`src/rtl/rv_dbg_pkg.sv`:
```
// Shared types and default sizing for the PC run-control / trace monitor.
package rv_dbg_pkg;

  typedef enum logic [1:0] {
    StIdle,
    StRun,
    StHalted,
    StTmo
  } state_e;

  localparam int unsigned DEFAULT_DEPTH       = 16;
  localparam int unsigned DEFAULT_HALT_CYCLES = 4;
  localparam int unsigned DEFAULT_TIMEOUT     = 1024;

  function automatic int unsigned idx_width(input int unsigned depth);
    return (depth > 1) ? $clog2(depth) : 1;
  endfunction

  localparam int unsigned DEFAULT_IDX_W = idx_width(DEFAULT_DEPTH);

endpackage

```
`src/rtl/trace_ram.sv`:
```
// DEPTH x XLEN trace store: one write port, one registered read port (read-before-write).
module trace_ram #(
  parameter int unsigned XLEN  = 32,
  parameter int unsigned DEPTH = 16
) (
  input  logic                     clk,
  input  logic                     we,
  input  logic [$clog2(DEPTH)-1:0] waddr,
  input  logic [XLEN-1:0]          wdata,
  input  logic [$clog2(DEPTH)-1:0] raddr,
  output logic [XLEN-1:0]          rdata
);

  logic [XLEN-1:0] mem_q [DEPTH];
  logic [XLEN-1:0] rdata_q;

  always_ff @(posedge clk) begin
    if (we) begin
      mem_q[waddr] <= wdata;
    end
    rdata_q <= mem_q[raddr];
  end

  assign rdata = rdata_q;

endmodule

```
`src/rtl/pc_trace_monitor.sv`:
```
// Samples the core PC, records changes into a circular trace, and flags halt (self-loop)
// or run timeout. Trace readout is oldest-first and registered.
module pc_trace_monitor
  import rv_dbg_pkg::*;
#(
  parameter int unsigned XLEN        = 32,
  parameter int unsigned DEPTH       = DEFAULT_DEPTH,
  parameter int unsigned HALT_CYCLES = DEFAULT_HALT_CYCLES,
  parameter int unsigned TIMEOUT     = DEFAULT_TIMEOUT,
  parameter int unsigned CNT_W       = 32
) (
  input  logic                     clk,
  input  logic                     rst,
  input  logic                     start,
  input  logic                     pc_valid,
  input  logic [XLEN-1:0]          pc_in,
  input  logic [$clog2(DEPTH)-1:0] rd_addr,
  output logic [XLEN-1:0]          rd_data,
  output logic [$clog2(DEPTH):0]   trace_count,
  output logic [CNT_W-1:0]         cycle_count,
  output logic                     running,
  output logic                     halted,
  output logic                     timed_out,
  output logic                     done
);

  localparam int unsigned IdxW   = idx_width(DEPTH);
  localparam int unsigned StuckW = $clog2(HALT_CYCLES + 1);

  localparam logic [IdxW:0]       CntFull   = (IdxW + 1)'(DEPTH);
  localparam logic [StuckW-1:0]   StuckHalt = StuckW'(HALT_CYCLES);
  localparam logic [CNT_W-1:0]    TmoLast   = CNT_W'(TIMEOUT - 1);

  state_e              state_q, state_d;
  logic [IdxW-1:0]     wr_ptr_q, wr_ptr_d;
  logic [IdxW:0]       cnt_q, cnt_d;
  logic [CNT_W-1:0]    cyc_q, cyc_d;
  logic [StuckW-1:0]   stuck_q, stuck_d;
  logic [XLEN-1:0]     last_pc_q, last_pc_d;
  logic                last_valid_q, last_valid_d;
  logic                halted_q, halted_d;
  logic                timed_out_q, timed_out_d;
  logic                done_q, done_d;
  logic                rd_valid_q, rd_valid_d;

  logic                we;
  logic                new_pc;
  logic                repeat_pc;
  logic [IdxW-1:0]     rd_phys;
  logic [XLEN-1:0]     ram_rdata;

  always_comb begin
    state_d      = state_q;
    wr_ptr_d     = wr_ptr_q;
    cnt_d        = cnt_q;
    cyc_d        = cyc_q;
    stuck_d      = stuck_q;
    last_pc_d    = last_pc_q;
    last_valid_d = last_valid_q;
    halted_d     = halted_q;
    timed_out_d  = timed_out_q;
    we           = 1'b0;

    new_pc    = pc_valid && (!last_valid_q || (pc_in != last_pc_q));
    repeat_pc = pc_valid && last_valid_q && (pc_in == last_pc_q);

    if (start) begin
      // Same clear from any state; a start during RUN also drops that cycle's sample.
      state_d      = StRun;
      wr_ptr_d     = '0;
      cnt_d        = '0;
      cyc_d        = '0;
      stuck_d      = '0;
      last_pc_d    = '0;
      last_valid_d = 1'b0;
      halted_d     = 1'b0;
      timed_out_d  = 1'b0;
    end else begin
      unique case (state_q)
        StRun: begin
          if (cyc_q != '1) begin
            cyc_d = cyc_q + 1'b1;
          end
          if (new_pc) begin
            we           = 1'b1;
            wr_ptr_d     = wr_ptr_q + 1'b1;
            last_pc_d    = pc_in;
            last_valid_d = 1'b1;
            stuck_d      = '0;
            if (cnt_q != CntFull) begin
              cnt_d = cnt_q + 1'b1;
            end
          end else if (repeat_pc) begin
            stuck_d = stuck_q + 1'b1;
          end
          // Halt takes priority over a coincident timeout.
          if (repeat_pc && (stuck_d == StuckHalt)) begin
            state_d  = StHalted;
            halted_d = 1'b1;
          end else if ((TIMEOUT != 0) && (cyc_q == TmoLast)) begin
            state_d     = StTmo;
            timed_out_d = 1'b1;
          end
        end
        StIdle, StHalted, StTmo: ;
        default: state_d = StIdle;
      endcase
    end

    done_d = halted_d | timed_out_d;

    rd_phys    = wr_ptr_q - cnt_q[IdxW-1:0] + rd_addr;
    rd_valid_d = ({1'b0, rd_addr} < cnt_q);
  end

  always_ff @(posedge clk) begin
    if (rst) begin
      state_q      <= StIdle;
      wr_ptr_q     <= '0;
      cnt_q        <= '0;
      cyc_q        <= '0;
      stuck_q      <= '0;
      last_pc_q    <= '0;
      last_valid_q <= 1'b0;
      halted_q     <= 1'b0;
      timed_out_q  <= 1'b0;
      done_q       <= 1'b0;
      rd_valid_q   <= 1'b0;
    end else begin
      state_q      <= state_d;
      wr_ptr_q     <= wr_ptr_d;
      cnt_q        <= cnt_d;
      cyc_q        <= cyc_d;
      stuck_q      <= stuck_d;
      last_pc_q    <= last_pc_d;
      last_valid_q <= last_valid_d;
      halted_q     <= halted_d;
      timed_out_q  <= timed_out_d;
      done_q       <= done_d;
      rd_valid_q   <= rd_valid_d;
    end
  end

  trace_ram #(
    .XLEN  (XLEN),
    .DEPTH (DEPTH)
  ) u_trace_ram (
    .clk   (clk),
    .we    (we),
    .waddr (wr_ptr_q),
    .wdata (pc_in),
    .raddr (rd_phys),
    .rdata (ram_rdata)
  );

  // Out-of-range reads were flagged when the address was sampled.
  assign rd_data     = rd_valid_q ? ram_rdata : '0;
  assign trace_count = cnt_q;
  assign cycle_count = cyc_q;
  assign running     = (state_q == StRun);
  assign halted      = halted_q;
  assign timed_out   = timed_out_q;
  assign done        = done_q;

endmodule
```
`config.mk`:
```
export PLATFORM = sky130hd
export DESIGN_NAME = pc_trace_monitor
export DESIGN_NICKNAME = d
export VERILOG_FILES = /design/src/rtl/rv_dbg_pkg.sv /design/src/rtl/trace_ram.sv /design/src/rtl/pc_trace_monitor.sv
export SDC_FILE = /design/constraint.sdc
export NUM_CORES = 1
export LEC_CHECK = 0
export CAP_MARGIN = 20
export CORE_ASPECT_RATIO = 1.2
export CORE_MARGIN = 2
export CORE_UTILIZATION = 60
export CTS_CLUSTER_DIAMETER = 100
export DETAILED_ROUTE_END_ITERATION = 12
export GPL_TIMING_DRIVEN = 1
export HOLD_SLACK_MARGIN = 0.06
export PLACE_DENSITY = 0.89
export SLEW_MARGIN = 20
export SYNTH_ARGS = -nofsm -noshare
export SYNTH_HDL_FRONTEND = slang
export SYNTH_SLANG_ARGS = --single-unit
```
`constraint.sdc`:
```
create_clock -name clk -period 4.7 [get_ports clk]
set_input_delay 0.94 -clock clk [delete_from_list [all_inputs] [get_ports clk]]
set_output_delay 0.94 -clock clk [all_outputs]
set_load 0.01 [all_outputs]
```
==> results.ini, run 1 <==
[route]
drc=0
drt_iter0_markers=2269
wl_per_cell_microns=31.2
vias=14200
ant_nets=0
vias_per_cell=6.88
drt_pass1_iterations=8
routed_wl_microns=64500

[clocking]
clk_pin_slew_ps=70
clk_path_buf_depth=3
clock_latency_ps=610
hold_buffers=0
cts_resized=0
cts_inserted_buffers=54
post_cts_buffers=0
root_buffer=clkbuf_16
cts_tree=done
htree_levels=2
cts.sinks=627

[power_and_ir_drop]
power_leakage_nw=9.16
power_density_mw_per_mm2=416
vdd_drop_max_mv=0.314

[critical_path]
critPathArrivalTime_ps=4320
reg2reg_depth=9
path_class=in -> reg
required_ps=5170
cp-endpoint=u_trace_ram.rdata[17]
ff2ff_setup_slack_ps=1280
r2r-end=u_trace_ram.rdata[17]
start_kind=primary input
crit_fanout=13
cp-startpoint=rd_addr[1]
critPathCaptureType=flop
r2r_start=wr_ptr_q[1]

[place]
dp_slack_ps=218
hpwl_microns=32800
port_buffers=112
gp_congestion=0.877

[global_routing]
busiest_layer=met2
grt_pass1_wl_microns=94900
grt_use_met1=0.385
track_usage=0.308
grt_overflow=0
met2_usage=0.514
grt_antenna_before_repair=0
grt_max_degree=68
first_global_vias=14700
use_met3=0.0653

[yosys]
yosys.area.top_type=edfxtp_1
ys_seq_area_frac=0.719
syn_nets=1385
synthTopCellsByCount=edfxtp_1 (512), mux4_2 (160), dfxtp_1 (115)
ys_ff_latch=627
synth.distinct_cells=54
synthCells=1327
async_flop_share=0
yosys_warnings=0
yosysMostFrequentCell=edfxtp_1
synthFlopType=edfxtp_1
avgSynthCellArea_sq_um=18.5
synth_top_area_share=0.626
syn-cell-area_sq_mm=0.0246
synth_edf_count=512
synthTopCellsByArea=edfxtp_1 (63%), mux4_2 (15%), dfxtp_1 (9.4%), xnor2_1 (1.2%), and2_1 (0.97%)

[sta]
finalCritPeriodShare=0.820
setup_viol=0
drv_slew=0
skew_ps=28.3
rsz0062_at_grt=no
worstMarginPinSlew_ps=1030
holdWs_ps=474
tns_ps=0
setup_ws_ps=847
slew_headroom=0.312
period_minus_slack_ps=3850
finalHoldViolCount=0
fmax_mhz=260

[hold_path]
hp-class=reg -> reg
min_path_cells=2

[floorplan]
dieArea_sq_mm=0.0426
dieHeight_microns=226
row_count=81
io_pins=113
die_width_microns=189
core-area_sq_mm=0.0406
initial_utilization=0.605

[cells_and_area]
nNetsFinal=1542
drive_gt1_frac=0.222
area_growth_pct=16.3

[flow_run]
cap_violations=0

[run_status]
status=complete, no violations

==> critical path, cell delays in order <==
cell,delay [ps]
clkdlybuf4s50_1,500
inv_1,70
fa_1,600
inv_1,70
ha_1,270
a21o_1,110
a21oi_1,100
xnor2_2,830
buf_12,280
mux4_2,530
==> metrics by stage <==
stage                     instances  power (mW)   util  instance area (sq um)
after floorplan                1327        6.87      -                  24600
after global placement         1967        7.22  0.656                  26700
after detailed placement       1967        7.26  0.656                  26700
after CTS                      2068        11.9  0.703                  28600
after global routing           2068        12.1  0.703                  28600
final                          2069        11.9  0.703                  28600
==> routing by layer <==
layer	share of wire	vias up
li1	-	5634
met1	0.34	7174
met2	0.50	1163
met3	0.11	272
met4	0.058	0
met5	0	-
==> cell usage in the layout (no fill, tap or decap), types with 20 or more instances in the layout <==
cell and n:
xor2_1 20, and2_1 38, buf_4 48, nand2_1 34, dfxtp_1 115, nand3_1 47
edfxtp_1 512, clkdlybuf4s50_1 112, clkbuf_16 58, mux4_2 160, nand4_1 25, nor2_1 36
o21ai_0 29, inv_1 22, a21oi_1 44, xnor2_1 31
==> sequential cells by signal, summed over array words and instances, names as in the netlist <==
signal and count:
stuck_q 3, trace_count 5, u_trace_ram.rdata 32, wr_ptr_q 4, u_trace_ram.mem_q 512, done 1
last_valid_q 1, timed_out 1, state_q 2, last_pc_q 32, rd_valid_q 1, cycle_count 32
halted 1
==> power by group <==
group          internal, mW  leakage [nW]  switching (mW)
Sequential             6.10          5.54          0.0510
Clock                  2.68         0.921            2.06
Combinational         0.510          2.70           0.498
Total                  9.29          9.16            2.60
==> final cells by class <==
type	count	area (sq um)
sequential	627	17700
fill	2222	12100
multi-input combinational	609	6560
timing repair buffer	170	1680
clock buffer	77	1610
tap	539	674
clock inverter	24	289
inverter	22	82.6
antenna	1	2.50
==> cells by family (layout without fill, tap and decap cells) <==
| logic type | Yosys count | after routing | synth area share |
|---|---|---|---|
| flops | 627 | 627 | 0.719 |
| simple gates | 269 | 269 | 0.0622 |
| mux | 161 | 161 | 0.147 |
| compound gates | 108 | 108 | 0.0256 |
| buf+inv | 91 | 293 | 0.0171 |
| xor+xnor | 53 | 53 | 0.0189 |
| fa+ha+maj | 18 | 18 | 0.0101 |
| other cells | 0 | 1 | 0 |
==> worst min-delay path by stage <==
stage,startpoint,endpoint
after detailed placement,last_pc_q[14],last_pc_q[14]
final,stuck_q[1],stuck_q[1]
after global routing,stuck_q[1],stuck_q[1]
after floorplan,stuck_q[1],stuck_q[1]
after global placement,stuck_q[1],stuck_q[1]
after CTS,stuck_q[1],stuck_q[1]
(Power assumes the default switching activity.)
==> run 2, diff against run 1 <==
clock period = 3.59 ns   (was 4.7 ns; I/O delays follow)
==> run 2 against run 1 <==
Against the previous run: sequential power increased by 31%; core utilization is 1.6 points higher; largest power group unchanged; die area unchanged; clock skew fell by 3.1 ps; cell count up 2.2%; combinational power increased by 44%; clock power grew 27%; critical path depth fell by 3; critical endpoint is now u_trace_ram.rdata[8]; sequential share of layout area shrank 1.3 points; flip-flop and latch count did not move; non-clock buffer count grew 39; total power increased by 31%.
==> results.ini, run 2 (synthesized netlist as in run 1, its figures left out) <==
[sta]
skew_ps=25.2
tns_ps=0
finalCritPeriodShare=0.968
worstMarginPinSlew_ps=989
setup_viol=0
drv_slew=0
slew_headroom=0.340
fmax_mhz=288
finalHoldViolCount=0
period_minus_slack_ps=3470
rsz0062_at_grt=no
setup_ws_ps=116

[cells_and_area]
nNetsFinal=1583
area_growth_pct=18.8
layout_common_cells=edfxtp_1 (512), mux4_2 (160), dfxtp_1 (115), clkdlybuf4s50_1 (112), clkbuf_16 (58)
drive_gt1_frac=0.239
fillers=2162
top_register=u_trace_ram.mem_q
largest_reg_flops=512
layout_commonest_cell=edfxtp_1
final_cell_area_sq_mm=0.0292

[clocking]
cts_tree=done
cts_inserted_buffers=56
root_buffer=clkbuf_16
htree_levels=2
clk_path_buf_depth=3
post_cts_buffers=0
hold_buffers=0
cts.sinks=627
cts_resized=0
clk_pin_slew_ps=70
clock_latency_ps=620

[place]
dp_slack_ps=-512
postPlaceCellArea_sq_mm=0.0274
port_buffers=112
hpwl_microns=36000
gp_congestion=0.901

[route]
drc=0
drt_iter0_markers=2166
wl_per_cell_microns=31.6
routed_wl_microns=66900
drt_pass1_iterations=6
vias_per_cell=6.92
ant_nets=0
vias=14600

[critical_path]
critPathCaptureType=flop
start_kind=primary input
path_class=in -> reg
critPathArrivalTime_ps=3960
crit_fanout=35
required_ps=4080

[global_routing]
grt_max_degree=38
track_usage=0.321
grt_pass1_wl_microns=98800
grt_antenna_before_repair=1
first_global_vias=15200
grt_overflow=0

[floorplan]
row_count=81
core-area_sq_mm=0.0406
die_width_microns=189
io_pins=113
dieArea_sq_mm=0.0426
dieHeight_microns=226
initial_utilization=0.605

[hold_path]
hp-class=reg -> reg

[power_and_ir_drop]
vdd_drop_max_mv=0.390
power_density_mw_per_mm2=532
power_leakage_nw=9.46
finalPower_mw=15.5

[run_status]
status=complete, no violations

[flow_run]
cap_violations=0

run 2: worst max-delay path, stage by stage:
cell             delay, ps
clkdlybuf4s50_1        520
inv_1                   80
fa_1                   530
fa_4                   930
buf_12                 280
mux4_2                 380
mux4_2                 490
run 2: stage by stage:
step	std cells	hold slack [ps]	util
2_1_floorplan	1327	444	-
3_3_place_gp	2006	451	0.673
3_5_place_dp	2006	463	0.673
4_1_cts	2112	475	0.719
5_1_grt	2113	500	0.719
6_report	2114	476	0.719
run 2: where the power goes:
group / internal [mW] / leakage [nW] / switching, mW
clock network: 3.34 / 0.901 / 2.69
logic: 0.751 / 3.02 / 0.697
registers: 7.99 / 5.54 / 0.0761
run 2: worst paths after layout:
| path | slack (ps) | from | cells after the start | end |
|---|---|---|---|---|
| hold / removal | 480 | stuck_q[1] | 2 | stuck_q[1] |
| hold reg to reg | 480 | stuck_q[1] | 2 | stuck_q[1] |
| setup reg to reg | 210 | wr_ptr_q[0] | 9 | u_trace_ram.rdata[8] |
| setup / recovery | 120 | rd_addr[1] | 7 | u_trace_ram.rdata[8] |
run 2: layout make-up:
class                           count  area, sq um  share of cell area
Antenna cell                        2         5.00            0.000171
Clock inverter                     24          241             0.00827
Timing Repair Buffer              209         2390              0.0817
Tap cell                          539          674              0.0231
Inverter                           22         82.6             0.00283
Sequential cell                   627        17700               0.605
Multi-Input combinational cell    609         6540               0.224
Clock buffer                       82         1610              0.0550
run 2: routing by layer:
layer | GRT usage | part of all wire | vias to the layer above
met3 | 0.0805 | 0.12 | 302
li1 | - | - | 5734
met1 | 0.398 | 0.33 | 7321
met5 | 0 | 0 | -
met4 | 0.174 | 0.062 | 0
met2 | 0.526 | 0.49 | 1271
